[src/rtl/fifo_uart_tx.sv]
// fifo_uart_tx: drains a byte FIFO and sends each byte as one UART frame
// (start, DATA_SIZE data bits LSB first, stop) on the tx line.
// Optional build macro UART_PARITY_EN inserts an even-parity bit between the
// last data bit and the stop bit (11-bit frame); undefined gives plain 8N1.
module fifo_uart_tx #(
   parameter int unsigned CLK_FREQ  = 100000000,
   parameter int unsigned BAUD      = 9600,
   parameter int unsigned DATA_SIZE = 8
) (
   input  logic                 clk_100MHz,
   input  logic                 reset,
   input  logic                 fifo_empty,
   input  logic [DATA_SIZE-1:0] fifo_data,
   output logic                 fifo_read,
   output logic                 tx,
   output logic                 busy,
   output logic                 byte_done
);

   localparam int unsigned CLKS_PER_BIT = CLK_FREQ / BAUD;
   localparam int unsigned CNT_W        = (CLKS_PER_BIT > 1) ? $clog2(CLKS_PER_BIT) : 1;
   localparam int unsigned IDX_W        = (DATA_SIZE > 1) ? $clog2(DATA_SIZE) : 1;
   localparam logic [CNT_W-1:0] CNT_LAST = CNT_W'(CLKS_PER_BIT - 1);
   localparam logic [CNT_W-1:0] CNT_DONE = CNT_W'(CLKS_PER_BIT - 2);
   localparam logic [IDX_W-1:0] IDX_LAST = IDX_W'(DATA_SIZE - 1);

   typedef enum logic [2:0] {
      ST_IDLE,
      ST_START,
      ST_DATA,
`ifdef UART_PARITY_EN
      ST_PARITY,
`endif
      ST_STOP
   } state_t;

   state_t               state_q, state_d;
   logic [CNT_W-1:0]     cnt_q, cnt_d;
   logic [IDX_W-1:0]     idx_q, idx_d;
   logic [DATA_SIZE-1:0] shift_q, shift_d;
   logic                 tx_q, tx_d;
   logic                 rd_q, rd_d;
   logic                 busy_q, busy_d;
   logic                 done_q, done_d;
   logic                 bit_end;
`ifdef UART_PARITY_EN
   logic                 parity_q, parity_d;
`endif

   assign fifo_read = rd_q;
   assign tx        = tx_q;
   assign busy      = busy_q;
   assign byte_done = done_q;

   // State and output registers; reset parks the line high in IDLE
   always_ff @(posedge clk_100MHz or posedge reset) begin
      if (reset) begin
         state_q  <= ST_IDLE;
         cnt_q    <= '0;
         idx_q    <= '0;
         shift_q  <= '0;
         tx_q     <= 1'b1;
         rd_q     <= 1'b0;
         busy_q   <= 1'b0;
         done_q   <= 1'b0;
`ifdef UART_PARITY_EN
         parity_q <= 1'b0;
`endif
      end else begin
         state_q  <= state_d;
         cnt_q    <= cnt_d;
         idx_q    <= idx_d;
         shift_q  <= shift_d;
         tx_q     <= tx_d;
         rd_q     <= rd_d;
         busy_q   <= busy_d;
         done_q   <= done_d;
`ifdef UART_PARITY_EN
         parity_q <= parity_d;
`endif
      end
   end

   // Next-state, baud timing and next registered outputs
   always_comb begin
      state_d  = state_q;
      cnt_d    = '0;
      idx_d    = idx_q;
      shift_d  = shift_q;
      tx_d     = tx_q;
      rd_d     = 1'b0;
      done_d   = 1'b0;
`ifdef UART_PARITY_EN
      parity_d = parity_q;
`endif
      bit_end  = (cnt_q == CNT_LAST);

      if (state_q != ST_IDLE) begin
         cnt_d = bit_end ? '0 : cnt_q + CNT_W'(1);
      end

      case (state_q)
         ST_IDLE: begin
            tx_d = 1'b1;
            if (!fifo_empty) begin
               // Capture the presented byte on the same edge as the read pulse
               shift_d  = fifo_data;
               rd_d     = 1'b1;
               tx_d     = 1'b0;
               state_d  = ST_START;
`ifdef UART_PARITY_EN
               parity_d = ^fifo_data;
`endif
            end
         end
         ST_START: begin
            if (bit_end) begin
               tx_d    = shift_q[0];
               idx_d   = '0;
               state_d = ST_DATA;
            end
         end
         ST_DATA: begin
            if (bit_end) begin
               if (idx_q == IDX_LAST) begin
`ifdef UART_PARITY_EN
                  tx_d    = parity_q;
                  state_d = ST_PARITY;
`else
                  tx_d    = 1'b1;
                  state_d = ST_STOP;
`endif
               end else begin
                  shift_d = shift_q >> 1;
                  tx_d    = shift_q[1];
                  idx_d   = idx_q + IDX_W'(1);
               end
            end
         end
`ifdef UART_PARITY_EN
         ST_PARITY: begin
            if (bit_end) begin
               tx_d    = 1'b1;
               state_d = ST_STOP;
            end
         end
`endif
         ST_STOP: begin
            tx_d = 1'b1;
            // Registered pulse lands on the final cycle of the stop bit
            if (cnt_q == CNT_DONE) begin
               done_d = 1'b1;
            end
            if (bit_end) begin
               state_d = ST_IDLE;
            end
         end
         default: begin
            tx_d    = 1'b1;
            state_d = ST_IDLE;
         end
      endcase

      busy_d = (state_d != ST_IDLE);
   end

endmodule

[config.mk]
export PLATFORM = sky130hd
export DESIGN_NAME = fifo_uart_tx
export DESIGN_NICKNAME = d
export VERILOG_FILES = /design/src/rtl/fifo_uart_tx.sv
export SDC_FILE = /design/constraint.sdc
export NUM_CORES = 1
export LEC_CHECK = 0
export CORE_MARGIN = 10
export CORE_UTILIZATION = 51
export CTS_BUF_LIST = sky130_fd_sc_hd__clkbuf_4 sky130_fd_sc_hd__clkbuf_8 sky130_fd_sc_hd__clkbuf_16
export DETAILED_ROUTE_END_ITERATION = 8
export GPL_ROUTABILITY_DRIVEN = 0
export HOLD_SLACK_MARGIN = 0.12
export PLACE_DENSITY = 0.75
export SKIP_LAST_GASP = 1
export SLEW_MARGIN = 20
export SYNTH_ARGS = -nofsm -noshare
export SYNTH_HDL_FRONTEND = slang
export SYNTH_SLANG_ARGS = --single-unit
[constraint.sdc]
create_clock -name clk_100MHz -period 2.2 [get_ports clk_100MHz]
set_input_delay 0.22 -clock clk_100MHz [delete_from_list [all_inputs] [get_ports clk_100MHz]]
set_output_delay 0.22 -clock clk_100MHz [all_outputs]
set_load 0.005 [all_outputs]
==> metrics.yaml <==
synthesis:
  yosysTopAreaCell: "dfrtp_1"
  syn_area_per_cell_um2: 10.8
  yosys_warnings: 0
  ys.flop_type: "dfrtp_1"
  async_reset_ff_share_pct: 100
  synth_cell_types: 39
  synth_common_cells: "31 x dfrtp_1, 16 x nor2_1, 11 x mux2_2"
  synth_top_area_share_pct: 47.5
  synth_seq_cells: 32
  synth.area.top_cells: "dfrtp_1 48%, mux2_2 7.6%, xor2_1 5.4%"
  synth_edf_count: 0
  synth_area_um2: 1630
  yosysMostFrequentCell: "dfrtp_1"
  syn_nets: 166
  synthCells: 151
  synth-seq-area-share_pct: 49.2
cts:
  cts_tree: "yes"
  numCtsBuffers: 5
  cts_max_path_buffers: 2
  cts.sinks: 32
  htree_levels: 2
  clk_latency_ps: 320
  clk_pin_slew_ps: 100
  cts-root-buf: "clkbuf_4"
  cts_hold_buffers: 0
layout:
  drive_gt1_share_pct: 24.6
  fin_area_um2: 2010
  syn2layout_area_growth_pct: 23.3
  nets: 197
  antenna_cells: 0
worst_setup_path:
  crit_arrival_ps: 2400
  ff2ff_path_depth: 5
  worstReg2RegStart: "cnt_q[9]$_DFF_PP0_"
  cp.required_ps: 2410
  critPathBufInv: 1
  cp_slowest_cell: "or4b_4"
  critPathCaptureType: "flip-flop"
  cpLargestDelayFamily: "simple AND/OR/NAND/NOR gates"
  crit_type: "flip-flop to flip-flop"
  r2r_slack_ps: 10
  start_kind: "flip-flop"
  timing.rr.end: "shift_q[5]$_DFFE_PP0P_"
  crit_cells: 5
  crit_chain: "or4b_4 > or3_4 > o41ai_4 > buf_6 > mux2_2"
  slowest_delay_ps: 550
  crit_fanout: 8
timing:
  fin_crit_ps: 2190
  setup_viol: 0
  skew_ps: 5.25
  rsz0062_at_grt: "true"
  tns_ps: 0
  clock.fmax_mhz: 457
  hold_ws_ps: 265
  drv_slew: 0
  hold_viol_final: 0
  period_share_pct: 99.4
drt:
  totalWireLength_um: 3200
  vias: 1222
  dr.pass1.iters: 4
  drt-vias-per-instance: 5.38
  routedWlPerCell_um: 14.1
  drc: 0
  postRouteAntennaNets: 0
  drt_iter0_markers: 53
power:
  irDropWorstVdd_mv: 0.300
  p_seq_share_pct: 56.6
  pwr-share-comb_pct: 12.6
  leakage_nw: 0.902
  p_int_uw: 907
  clock_power_share_pct: 30.8
  power_density_nw_per_um2: 599
  p_switching_uw: 299
  swShare_pct: 24.8
global_route:
  grtUsageTotal_pct: 11.4
  grt_max_degree: 33
  grt_pass1_vias: 1233
  gr-total-overflow: 0
  grt_pass1_wl_um: 5630
  antenna_found_initial: 0
die:
  ios: 15
  core_area_um2: 3050
  dieHeight_um: 76.6
  initial_utilization_pct: 53.4
  die-area_um2: 5860
  fp.dieW_um: 76.6
  rows: 20
run_status:
  outcome: "finished clean"
worst_hold_path:
  min_path_type: "input port to async pin"
place:
  dpl-instance-area_um2: 1920
  io_buffers: 14
  hpwl_um: 2340
run:
  cap_viol_max_count: 0
[power by group through the flow]
stage | logic, mW | registers, mW | clock network (mW)
floorplan | 0.0976 | 0.682 | 0
global placement | 0.145 | 0.691 | 0
detailed placement | 0.151 | 0.695 | 0
CTS | 0.153 | 0.683 | 0.383
global route | 0.170 | 0.694 | 0.407
finish | 0.152 | 0.683 | 0.371
[flip-flops by register name, indices dropped and copies added, names as in the netlist]
name and flops:
fifo_read 1, state_q 3, busy 1, shift_q 8
tx 1, byte_done 1, cnt_q 14, idx_q 3
[routing by layer]
layer  vias up  wire, um  GRT usage (%)
met5         -         0              0
met4         0        29           2.79
met3         4       120           3.77
met2        21      1700           20.6
met1       599      1360           12.5
li1        598         -              -
[placed cells by master, fill, tap and decap left out, drive strengths merged, types with 4 or more instances in the layout]
master / n
nand4: 6
nor4: 5
dfrtp: 31
nor2: 16
clkbuf: 8
ha: 4
nand3: 5
nand2: 5
mux2: 11
or3: 4
inv: 7
xor2: 10
buf: 18
o21ai: 4
clkdlybuf4s50: 14
[worst reg2reg max path: stages (launching register included)]
cell and delay (ps):
dfrtp_1 390, or4b_4 550, or3_4 400, o41ai_4 220, buf_6 180, mux2_2 340
[how the worst max path moves through the flow]
stage	from	slack, ps	end
floorplan	cnt_q[9]$_DFF_PP0_	-40	shift_q[1]$_DFFE_PP0P_
global placement	cnt_q[9]$_DFF_PP0_	40	shift_q[3]$_DFFE_PP0P_
detailed placement	cnt_q[9]$_DFF_PP0_	6	shift_q[5]$_DFFE_PP0P_
CTS	cnt_q[9]$_DFF_PP0_	5	shift_q[5]$_DFFE_PP0P_
global route	cnt_q[9]$_DFF_PP0_	-30	shift_q[5]$_DFFE_PP0P_
finish	cnt_q[9]$_DFF_PP0_	10	shift_q[5]$_DFFE_PP0P_
[per-stage QoR]
| stage | total power [mW] | setup WS (ps) | util, % | instances |
|---|---|---|---|---|
| 2_1_floorplan | 0.780 | -43.8 | - | 151 |
| 3_3_place_gp | 0.836 | 37.8 | 62.7 | 217 |
| 3_5_place_dp | 0.846 | 6.47 | 62.7 | 217 |
| 4_1_cts | 1.22 | 4.57 | 65.0 | 225 |
| 5_1_grt | 1.27 | -32.0 | 65.9 | 227 |
| 6_report | 1.21 | 13.2 | 65.9 | 227 |
[area by class of cell]
| class | count | area, um2 |
|---|---|---|
| Fill cell | 250 | 1040 |
| Sequential cell | 32 | 802 |
| Multi-Input combinational cell | 104 | 783 |
| Timing Repair Buffer | 32 | 279 |
| Clock buffer | 8 | 66.3 |
| Tap cell | 44 | 55.1 |
| Inverter | 7 | 26.3 |
[logic make-up after synthesis]
family                   synth area share [%]
AND/OR/NAND/NOR                          20.0
multiplexers                             8.82
other                                   0.230
adder cells (fa/ha/maj)                  3.07
AO/OA/AOI/OAI                            8.74
flip-flops                               49.2
buffers and inverters                    3.53
XOR/XNOR                                 6.44
[timing repair]
action,4_1_cts,5_1_grt
endpoints found under the setup margin,3,10
setup buffers,0,2
gates resized for setup,1,2
(Power assumes the default switching activity.)
